<file path="config.mk">
export PLATFORM = sky130hd
export DESIGN_NAME = bt_uart_rx_gen
export DESIGN_NICKNAME = d
export VERILOG_FILES = /design/src/rtl/bt_uart_rx_gen.sv
export SDC_FILE = /design/constraint.sdc
export NUM_CORES = 1
export LEC_CHECK = 0
export CORE_MARGIN = 2
export CORE_UTILIZATION = 40
export DETAILED_ROUTE_END_ITERATION = 7
export HOLD_SLACK_MARGIN = 0.12
export PLACE_DENSITY = 0.6
export SETUP_SLACK_MARGIN = 0.05
export SLEW_MARGIN = 20
export SYNTH_ARGS = -nofsm -noshare
export SYNTH_HDL_FRONTEND = slang
export SYNTH_SLANG_ARGS = --single-unit
export TNS_END_PERCENT = 5
</file>
<file path="constraint.sdc">
create_clock -name CLK -period 1.76 [get_ports CLK]
set_input_delay 0.352 -clock CLK [delete_from_list [all_inputs] [get_ports CLK]]
set_output_delay 0.352 -clock CLK [all_outputs]
set_load 0.1 [all_outputs]
</file>
<file path="src/rtl/bt_uart_rx_gen.sv">
// Parametrised UART receiver: 3-sample majority vote, start-glitch rejection,
// framing-error and break reporting. Parity checking is added by UART_RX_PARITY_EN.
module bt_uart_rx_gen #(
    parameter int CLK_HZ    = 100000000,
    parameter int BAUD      = 2400,
    parameter int DATA_BITS = 8,
    parameter int STOP_BITS = 1
`ifdef UART_RX_PARITY_EN
    ,
    parameter bit PARITY_ODD = 1'b0
`endif
) (
    input  logic                 CLK,
    input  logic                 RST,
    input  logic                 RX,
    output logic                 RX_vld,
    output logic [DATA_BITS-1:0] RXData,
    output logic                 frame_err,
    output logic                 break_det,
    output logic                 busy
`ifdef UART_RX_PARITY_EN
    ,
    output logic                 parity_err
`endif
);
    localparam int DIV = (CLK_HZ + BAUD / 2) / BAUD;
    localparam int CW  = $clog2(DIV);
    localparam int BW  = $clog2(DATA_BITS);
    localparam logic [CW-1:0] BPS_S0    = CW'(DIV / 2 - 1);
    localparam logic [CW-1:0] BPS_S2    = CW'(DIV / 2 + 1);
    localparam logic [CW-1:0] BPS_DEC   = CW'(DIV / 2 + 2);
    localparam logic [CW-1:0] BPS_LAST  = CW'(DIV - 1);
    localparam logic [BW-1:0] BIT_LAST  = BW'(DATA_BITS - 1);
    localparam logic          STOP_LAST = 1'(STOP_BITS - 1);

`ifdef UART_RX_PARITY_EN
    typedef enum logic [2:0] {S_IDLE, S_START, S_DATA, S_PARITY, S_STOP, S_BREAK} state_t;
`else
    typedef enum logic [2:0] {S_IDLE, S_START, S_DATA, S_STOP, S_BREAK} state_t;
`endif

    state_t                 state_q, state_d;
    logic                   rx_meta_q, rxs_q, rxs_dly_q;
    logic [CW-1:0]          bps_q, bps_d;
    logic [BW-1:0]          bit_q, bit_d;
    logic                   stop_q, stop_d;
    logic [2:0]             vote_q, vote_d;
    logic [DATA_BITS-1:0]   shreg_q, shreg_d;
    logic [DATA_BITS-1:0]   rxdata_q, rxdata_d;
    logic                   vld_q, vld_d;
    logic                   ferr_q, ferr_d;
    logic                   fall, maj, decide, bit_end;
`ifdef UART_RX_PARITY_EN
    logic                   par_q, par_d;
    logic                   perr_q, perr_d;
`endif

    assign fall    = rxs_dly_q & ~rxs_q;
    assign maj     = (vote_q[0] & vote_q[1]) | (vote_q[0] & vote_q[2]) | (vote_q[1] & vote_q[2]);
    assign decide  = (bps_q == BPS_DEC);
    assign bit_end = (bps_q == BPS_LAST);

    always_comb begin
        state_d  = state_q;
        bps_d    = bit_end ? '0 : bps_q + CW'(1);
        bit_d    = bit_q;
        stop_d   = stop_q;
        vote_d   = vote_q;
        shreg_d  = shreg_q;
        rxdata_d = rxdata_q;
        vld_d    = 1'b0;
        ferr_d   = 1'b0;
`ifdef UART_RX_PARITY_EN
        par_d    = par_q;
        perr_d   = 1'b0;
`endif
        if (bps_q >= BPS_S0 && bps_q <= BPS_S2) begin
            vote_d = {vote_q[1:0], rxs_q};
        end
        case (state_q)
            S_IDLE: begin
                bps_d = '0;
                if (fall) state_d = S_START;
            end
            S_START: begin
                // A start bit that votes high was a glitch on the line.
                if (decide && maj) begin
                    state_d = S_IDLE;
                    bps_d   = '0;
                end else if (bit_end) begin
                    state_d = S_DATA;
                    bit_d   = '0;
                end
            end
            S_DATA: begin
                if (decide) shreg_d = {maj, shreg_q[DATA_BITS-1:1]};
                if (bit_end) begin
                    if (bit_q == BIT_LAST) begin
`ifdef UART_RX_PARITY_EN
                        state_d = S_PARITY;
`else
                        state_d = S_STOP;
`endif
                        stop_d = 1'b0;
                    end else begin
                        bit_d = bit_q + BW'(1);
                    end
                end
            end
`ifdef UART_RX_PARITY_EN
            S_PARITY: begin
                if (decide) par_d = maj;
                if (bit_end) begin
                    state_d = S_STOP;
                    stop_d  = 1'b0;
                end
            end
`endif
            S_STOP: begin
                // Leave at the decision point so a back-to-back start is not missed.
                if (decide && !maj) begin
                    ferr_d  = 1'b1;
                    state_d = (shreg_q == '0) ? S_BREAK : S_IDLE;
                    bps_d   = '0;
                end else if (decide && stop_q == STOP_LAST) begin
                    state_d = S_IDLE;
                    bps_d   = '0;
`ifdef UART_RX_PARITY_EN
                    if (((^shreg_q) ^ par_q) != PARITY_ODD) begin
                        perr_d = 1'b1;
                    end else begin
                        vld_d    = 1'b1;
                        rxdata_d = shreg_q;
                    end
`else
                    vld_d    = 1'b1;
                    rxdata_d = shreg_q;
`endif
                end else if (bit_end) begin
                    stop_d = 1'b1;
                end
            end
            S_BREAK: begin
                bps_d = '0;
                if (rxs_q) state_d = S_IDLE;
            end
            default: begin
                state_d = S_IDLE;
                bps_d   = '0;
            end
        endcase
    end

    always_ff @(posedge CLK) begin
        if (RST) begin
            rx_meta_q <= 1'b1;
            rxs_q     <= 1'b1;
            rxs_dly_q <= 1'b1;
            state_q   <= S_IDLE;
            bps_q     <= '0;
            bit_q     <= '0;
            stop_q    <= 1'b0;
            vote_q    <= '0;
            shreg_q   <= '0;
            rxdata_q  <= '0;
            vld_q     <= 1'b0;
            ferr_q    <= 1'b0;
`ifdef UART_RX_PARITY_EN
            par_q     <= 1'b0;
            perr_q    <= 1'b0;
`endif
        end else begin
            rx_meta_q <= RX;
            rxs_q     <= rx_meta_q;
            rxs_dly_q <= rxs_q;
            state_q   <= state_d;
            bps_q     <= bps_d;
            bit_q     <= bit_d;
            stop_q    <= stop_d;
            vote_q    <= vote_d;
            shreg_q   <= shreg_d;
            rxdata_q  <= rxdata_d;
            vld_q     <= vld_d;
            ferr_q    <= ferr_d;
`ifdef UART_RX_PARITY_EN
            par_q     <= par_d;
            perr_q    <= perr_d;
`endif
        end
    end

    assign RX_vld    = vld_q;
    assign RXData    = rxdata_q;
    assign frame_err = ferr_q;
    assign break_det = (state_q == S_BREAK);
    assign busy      = (state_q != S_IDLE);
`ifdef UART_RX_PARITY_EN
    assign parity_err = perr_q;
`endif

endmodule

</file>
-- Word level (Yosys, flattened, before mapping)
Index checks and enable logic that the tools add are counted.
- add/sub/neg operators: 2
- multiply operators: 0
- div/mod/pow operators: 0
- $lt $le $gt $ge: 2
- equal/unequal tests: 19
- shift-type cells: 0
- multiplexer cells: 28
- bitwise logic cells: 10
- reduce and logical (&&, ||, !) cells: 17
- operators with widths (cell ; count):
    two-way mux 16 bit ; 4
    case mux 16 bit (3 select lines) ; 1
    two-way mux 3 bit ; 13
    inequality test 2 bit (second input constant) ; 9
    adder 16 x 1 -> 16 bit (second input constant) ; 1
    equality test 16 x 15 -> 1 bit (second input constant) ; 1
    equality test 16 bit (second input constant) ; 1
    greater-or-equal comparator 16 x 15 -> 1 bit (second input constant) ; 1
    less-or-equal comparator 16 x 15 -> 1 bit (second input constant) ; 1
    case mux 3 bit (5 select lines) ; 1
    AND reduction 6 bit ; 2
    zero test 8 bit ; 1
    two-way mux 1 bit ; 7
    equality test 3 x 2 -> 1 bit (second input constant) ; 2
    equality test 3 bit (second input constant) ; 2
    inequality test 3 bit (second input constant) ; 2
    case mux 3 bit (2 select lines) ; 1
    AND reduction 5 bit ; 1
    AND 1 bit ; 4
    logical AND 1 bit ; 4
    inverter 1 bit ; 4
    nonzero test 2 bit ; 2
    adder 3 x 1 -> 3 bit (second input constant) ; 1
    equality test 3 x 1 -> 1 bit (second input constant) ; 1
    other kinds (10) ; 11
- bits in registers: 47
- bits in latches: 0
- memory bits (writable): 0
- bits in read-only memories: 0
- input port bits: 3
- output and inout port bits: 12
- word-level logic and storage cells: 90
- memories kept: 0

-- Depth between registers and ports, before layout
Gate-level depths: netlist (run 1).
- depth after elaboration: 7
- gate-level depth with buffers: 8
- depth with buffers taken out: 7

-- Worst setup path before layout (run 1)
Ideal clock, no wire load.
- kind: register to output
- start: register state_q[2]
- end: output port break_det
- arrival time: 2.760 ns
- required time: 1.408 ns
- slack: -1.352 ns
- cell stages (with the launch flop): 4
- path buffers: 1
- path through: dfxtp_1 > clkbuf_1 > inv_1 > nor3_1
- word-level cells in the longest chain between the ends: 1
- RTL lines (element ; line ; RTL):
    start: declaration ; 42 ; state_t state_q, state_d;
    start signal: assignment ; 176 ; state_q <= state_d;
    equality test 3 bit ; 195 ; assign break_det = (state_q == S_BREAK);
    end: declaration ; 19 ; output logic break_det,
Every way passes these cells.

-- Final worst setup path (run 1)
- start: register bps_q[0]
- end: register state_q[0]
- word-level cells in the longest chain between the ends: 4
- elaborated cells between the ends (all ways): 12
- classes of those cells: eq/ne (5); mux (3); reduce/logical (4)
- RTL lines (element ; line ; RTL):
    start: declaration ; 44 ; logic [CW-1:0] bps_q, bps_d;
    start signal: assignment ; 177 ; bps_q <= bps_d;
    equality test 16 x 15 -> 1 bit ; 60 ; assign decide = (bps_q == BPS_DEC);
    logical AND 1 bit, on equally long branches ; 121, 125, 87 ;
    inequality test 3 bit (no line) (tied with other cells) ; - ;
    AND reduction 6 bit (no line) / case mux 3 bit (5 select lines) (equally long branches) ; - ;
Several ways; a longest one is shown, not always the timed one.
A chain may end at the register's enable or synchronous reset.

==> results of run 1 <==
[stage by stage]
stage	TNS, ps	std cells
floorplan	0	242
finish	0	356
global placement	-400	346
global route	-2260	356
detailed placement	-1530	346
CTS	0	355
[routing by layer]
| layer | routed length, µm | part of all wire |
|---|---|---|
| met1 | 2350 | 0.53 |
| met3 | 111 | 0.025 |
| met2 | 1980 | 0.44 |
| met5 | 0 | 0 |
| met4 | 27 | 0.0060 |
[final cells by class]
| cell class | instances | area share |
|---|---|---|
| multi-input cells | 176 | 0.415 |
| flip-flops and latches | 47 | 0.323 |
| repair buffers | 48 | 0.189 |
| well taps | 70 | 0.0298 |
| clock buffers | 6 | 0.0281 |
| inverters | 7 | 0.00893 |
| clock inverters | 2 | 0.00553 |
[worst reg2reg max path, stage by stage (launching register included)]
cell and delay [ps]:
dfxtp_2 340, buf_4 110, ha_2 160, nor3b_4 240, nand4_1 180, buf_6 190, nand2_1 60, o211ai_1 90
mux2_2 280
[power groups by stage]
| stage | sequential [mW] | combinational [mW] | clock (mW) |
|---|---|---|---|
| 2_1_floorplan | 1.12 | 0.211 | 0 |
| 3_3_place_gp | 1.14 | 0.310 | 0 |
| 3_5_place_dp | 1.14 | 0.313 | 0 |
| 4_1_cts | 1.12 | 0.315 | 0.719 |
| 5_1_grt | 1.12 | 0.347 | 0.762 |
| 6_report | 1.12 | 0.321 | 0.690 |
[cell families (layout without fill, tap and decap cells)]
kind of cell	count (synthesis)	in the layout
buffers and inverters	19	63
AOI/OAI and AO/OA	33	33
xor gates and xnor gates	14	14
muxes	13	13
and+or+nand+nor	110	110
adders and majority gates	6	6
DFF	47	47
[state kept, by name, summed over array words and instances (netlist names)]
register	count
shreg_q	8
RXData	8
frame_err	1
bit_q	3
rx_meta_q	1
bps_q	16
vote_q	3
stop_q	1
rxs_dly_q	1
rxs_q	1
state_q	3
RX_vld	1
[cell usage after synthesis, drive strengths merged (3+ instances only)]
cell type and instances:
o21ai 10, mux2i 12, or3 4, and2 3
or2 3, nor4b 3, xor2 10, nor3 7
inv 7, a21oi 13, nand3 3, nand4 8
nor2 35, dfxtp 47, nand2 23, clkbuf 10
nand2b 3, ha 5, nor4 3, xnor2 4
[worst paths after layout]
kind                                 from          to  slack [ps]  cells past startpoint
worst max-delay path             bps_q[0]  state_q[0]           7                      8
worst min-delay path            rx_meta_q       rxs_q         420                      1
worst max register to register   bps_q[0]  state_q[0]           7                      8
worst min register to register  rx_meta_q       rxs_q         420                      1
[timing repair]
| action | CTS | global route |
|---|---|---|
| endpoints found under the setup margin | 32 | 42 |
| resized for setup | 10 | 5 |
| gates cloned | 0 | 0 |
| pin swaps | 6 | 9 |
| setup buffers | 1 | 1 |
==> results.ini, run 1 <==
[power_and_ir_drop]
ir_drop_mv = 0.467
power.share.clock = 0.324
totalPowerFinal_mw = 2.13
p_seq_frac = 0.525
share_comb_of_total_power = 0.151
powerDensity_nw_per_um2 = 723
intPower_mw = 1.56
p_leak_nw = 1.04
switching_power_mw = 0.572
swShare = 0.269

[synth]
ys_seq_area_frac = 0.433
synthArstFlopShare = 0
synth_xor_area_frac = 0.0564
yosysTopAreaCellShare = 0.433
synth_fa_ha_area_frac = 0.0334
synth_area_leader_cell = dfxtp_1
synth_compound_area_frac = 0.0915
syn_avg_cell_area_um2 = 8.99
yosysWarnings = 0
ys_ff_latch = 47
ys.flop_type = dfxtp_1
syn_area_um2 = 2170
yosys-top-cells-area = dfxtp_1 (43%), nor2_1 (5.9%), mux2i_1 (5.5%)
synth-edff-count = 0
synth_top_family_by_area = simple AND/OR/NAND/NOR gates
syn-instance-count = 242
synthesis.nets = 250
synthSimpleGateAreaFrac = 0.288
yosys.cell_types.count = 49
muxShareOfSynthArea = 0.0604

[hold_path]
hold_path.class = flip-flop to flip-flop

[cts]
cts_root_buffer = clkbuf_8
numCtsBuffers = 5
clkSinkCount = 47
holdBufCountCts = 0
worstSkewPairLatency_ps = 300
cts_tree = yes
htreeDepth = 2
clock_path_buffers = 2
clkTransAtPathRegs_ps = 90

[outcome]
status = complete, no violations

[cells_and_area]
fin_util = 0.569
final_cell_area_um2 = 2940
layout_commonest_cell = dfxtp_1
syn_to_final_growth_pct = 35.3
register_area_um2 = 951
multi_input_area_um2 = 1220
final_cell_mix = dfxtp_1 (41), nor2_1 (34), buf_4 (30)
fin_nets = 293
fillers = 470
drive_gt1_frac = 0.283
diodes = 0

[timing]
rsz0062_at_grt = true
finalSetupViolations = 0
max_slew_margin = 0.744
worst_slack_ps = 6.51
worst_slew_pin_slew_ps = 381
report.final.slew_viol_count = 0
period_share = 0.996
hold_slack_ps = 417
clock-skew-final_ps = 7.72
fmax_mhz = 570
period_needed_ps = 1750
finalHoldViolCount = 0

[global_route]
grt_use_total = 0.157
met3_usage = 0.0279
use_met2 = 0.233
antenna_found_initial = 0
grt_busiest_layer = met2
grt_pass1_wl_mm = 7.73
gr-total-overflow = 0
first_global_vias = 1651
use_met1 = 0.232
grt_max_degree = 33

[critical_path]
cp.arrival_ps = 1940
cp_max_fo = 10
cp.required_ps = 1950
crit_type = flip-flop to flip-flop
critPathCaptureType = flip-flop
startpoint_type = flip-flop
crit_path_max_incr_delay_ps = 340
critPathTopFamily = simple AND/OR/NAND/NOR gates
slowest_stage = dfxtp_2
crit_chain = buf_4, ha_2, nor3b_4, nand4_1, buf_6, nand2_1, o211ai_1, mux2_2
critical_path_buf_inv_count = 2

[placement]
port_buffers = 14
gp_congestion = 0.764
pre_cts_slack_ps = -121
hpwl_mm = 3.21
placed_area_um2 = 2770

[die]
num_rows = 26
pin_count = 15
fp.dieArea_um2 = 6040
floorplan.initialDensity = 0.420
die_w_um = 77.7
coreArea_um2 = 5170
die_h_um = 77.7

[routing]
wl_per_cell_um = 12.6
drt_iter0_drc = 137
drt_pass1_iterations = 6
ant_nets = 0
finalWirelength_mm = 4.47
num_vias = 1779
viasPerCell = 5.00
drcViolationCount = 0

[flow_run]
max_cap_viol_count = 0

(Power assumes the default switching activity.)
==> run 2, diff against run 1 <==
Clock period 1.76 ns to 1.6 ns, I/O delays scaled along.
==> results.ini, run 2 (synthesis results as in run 1) <==
[outcome]
status = complete, but fails checks  ; was complete, no violations
violations = setup timing

[timing]
fmax_mhz = 572  ; was 570 MHz
clock-skew-final_ps = 8.37  ; was 7.72 ps
max_slew_margin = 0.765  ; was 0.744
report.final.slew_viol_count = 0  ; unchanged
worst_slew_pin_slew_ps = 348  ; was 381 ps
finalHoldViolCount = 0  ; unchanged
worst_slack_ps = -147  ; was 6.51 ps
tns_ps = -2600  ; was 0 ps
period_needed_ps = 1750  ; about the same
rsz0062_at_grt = true  ; unchanged
finalSetupViolations = 39  ; was 0
period_share = 1.09  ; was 0.996

[critical_path]
cp_max_fo = 5  ; was 10
critPathCaptureType = flip-flop  ; unchanged
startpoint_type = flip-flop  ; unchanged
crit_type = flip-flop to flip-flop  ; unchanged
cp.arrival_ps = 1980  ; was 1940 ps
regToRegEndpoint = bit_q[1]  ; was state_q[0]
reg2reg_depth = 7  ; was 8
rrSetupSlack_ps = -150  ; was 7 ps
r2r_start = bps_q[0]  ; unchanged
cp.required_ps = 1830  ; was 1950 ps
cp-endpoint = bit_q[1]  ; was state_q[0]
worstSetupStartpoint = bps_q[0]  ; unchanged

[routing]
finalWirelength_mm = 4.78  ; was 4.47 mm
ant_nets = 0  ; unchanged
drt_iter0_drc = 100  ; was 137
drt_pass1_iterations = 5  ; was 6
viasPerCell = 4.97  ; was 5.00
drcViolationCount = 0  ; unchanged
wl_per_cell_um = 12.9  ; was 12.6 µm
num_vias = 1850  ; was 1779

[cells_and_area]
syn_to_final_growth_pct = 44.8  ; was 35.3%
diodes = 0  ; unchanged
largest_reg_flops = 16  ; unchanged
fillers = 431  ; was 470
regMostFlops = bps_q  ; unchanged
final_cell_mix = buf_4 (46), dfxtp_1 (39), nor2_1 (34)  ; was dfxtp_1 (41), nor2_1 (34), buf_4 (30)
final_cell_area_um2 = 3150  ; was 2940 µm²
drive_gt1_frac = 0.364  ; was 0.283
layout_commonest_cell = buf_4  ; was dfxtp_1
fin_nets = 309  ; was 293

[global_route]
met3_usage = 0.0326  ; was 0.0279
grt_max_degree = 18  ; was 33
gr-total-overflow = 0  ; unchanged
antenna_found_initial = 0  ; unchanged
first_global_vias = 1750  ; was 1651
grt_use_total = 0.170  ; was 0.157
use_met2 = 0.256  ; was 0.233
grt_busiest_layer = met2  ; unchanged
grt_pass1_wl_mm = 8.28  ; was 7.73 mm
use_met1 = 0.248  ; was 0.232

[power_and_ir_drop]
power.share.clock = 0.356  ; was 0.324
share_comb_of_total_power = 0.162  ; was 0.151
p_leak_nw = 1.14  ; was 1.04 nW
p_seq_frac = 0.482  ; was 0.525
swShare = 0.252  ; was 0.269
powerDensity_nw_per_um2 = 808  ; was 723 nW/µm²
totalPowerFinal_mw = 2.54  ; was 2.13 mW
ir_drop_mv = 0.498  ; was 0.467 mV
intPower_mw = 1.90  ; was 1.56 mW
switching_power_mw = 0.642  ; was 0.572 mW

[die]
pin_count = 15  ; unchanged
die_h_um = 77.7  ; unchanged
fp.dieArea_um2 = 6040  ; unchanged
num_rows = 26  ; unchanged
coreArea_um2 = 5170  ; unchanged
floorplan.initialDensity = 0.420  ; unchanged
die_w_um = 77.7  ; unchanged

[cts]
numCtsBuffers = 5  ; unchanged
worstSkewPairLatency_ps = 300  ; about the same
cts_root_buffer = clkbuf_8  ; unchanged
clkTransAtPathRegs_ps = 80  ; was 90 ps
clock_path_buffers = 2  ; unchanged
cts_tree = yes  ; unchanged
clkSinkCount = 47  ; unchanged
htreeDepth = 2  ; unchanged

[hold_path]
hold_path.class = flip-flop to flip-flop  ; unchanged

[placement]
port_buffers = 14  ; unchanged
placed_area_um2 = 2890  ; was 2770 µm²
gp_congestion = 0.803  ; was 0.764
hpwl_mm = 3.47  ; was 3.21 mm

[flow_run]
max_cap_viol_count = 0  ; unchanged

## run 2: changes by cell type in the layout (fill, tap and decap cells not counted), moves of 2 or more
cell / delta
o21ai_0: -7
a21oi_1: -2
dfxtp_4: +3
dfxtp_1: -2
nor3_2: +2
a21oi_2: +2
o21ai_1: +6
buf_4: +16
nor3_1: -3
## run 2: worst max-delay path, cell delays in order, from the launching register on
cell and delay, ps:
dfxtp_4 370, inv_4 60, ha_4 110, nor4bb_4 190, and4b_1 230, nand4b_1 190, or3_1 430, a21oi_2 120
## run 2: per-stage QoR
| stage | hold WS, ps | util | setup WS [ps] | cells |
|---|---|---|---|---|
| after CTS | 415 | 0.592 | -163 | 370 |
| after global routing | 428 | 0.609 | -264 | 372 |
| after floorplan | 389 | - | -94.8 | 242 |
| after global placement | 393 | 0.558 | -138 | 360 |
| final | 413 | 0.609 | -147 | 372 |
| after detailed placement | 394 | 0.558 | -189 | 360 |
## run 2: power groups by stage
stage | clock (mW) | sequential, mW | combinational, mW
after global routing | 0.970 | 1.23 | 0.441
after CTS | 0.924 | 1.22 | 0.394
after floorplan | 0 | 1.23 | 0.235
after global placement | 0 | 1.25 | 0.379
after detailed placement | 0 | 1.25 | 0.383
final | 0.905 | 1.22 | 0.412
## run 2: repair_timing
item / CTS / global route
hold buffers: 0 / 0
pin swaps: 7 / 13
endpoints found under the setup margin: 44 / 46
buffers inserted: 2 / 2
resized for setup: 13 / 25
## run 2: routing by layer
| layer | wire [µm] | part of all wire | vias to the layer above |
|---|---|---|---|
| met5 | 0 | 0 | - |
| met4 | 21 | 0.0044 | 0 |
| met1 | 2490 | 0.52 | 851 |
| li1 | - | - | 960 |
| met3 | 141 | 0.029 | 4 |
| met2 | 2130 | 0.45 | 35 |
## run 2: layout make-up
| class | count | area [µm²] | share of cell area |
|---|---|---|---|
| flip-flops and latches | 47 | 961 | 0.305 |
| multi-input cells | 176 | 1280 | 0.408 |
| clock buffers | 6 | 82.6 | 0.0262 |
| clock inverters | 2 | 35.0 | 0.0111 |
| well taps | 70 | 87.6 | 0.0278 |
| repair buffers | 64 | 668 | 0.212 |
| inverters | 7 | 28.8 | 0.00914 |
## run 2: worst min path at each step
| stage | startpoint | end | slack (ps) | cells past startpoint |
|---|---|---|---|---|
| after floorplan | rx_meta_q | rxs_q | 390 | 1 |
| after global placement | rx_meta_q | rxs_q | 390 | 1 |
| after detailed placement | rx_meta_q | rxs_q | 390 | 1 |
| after CTS | rx_meta_q | rxs_q | 420 | 1 |
| after global routing | rx_meta_q | rxs_q | 430 | 1 |
| final | rx_meta_q | rxs_q | 410 | 1 |
==> run 3, diff against run 2 <==
Settings changed: CTS_CLUSTER_SIZE from default to 24.
==> results of run 3 <==
Final layout, timing and power as in run 2 (identical DEF).
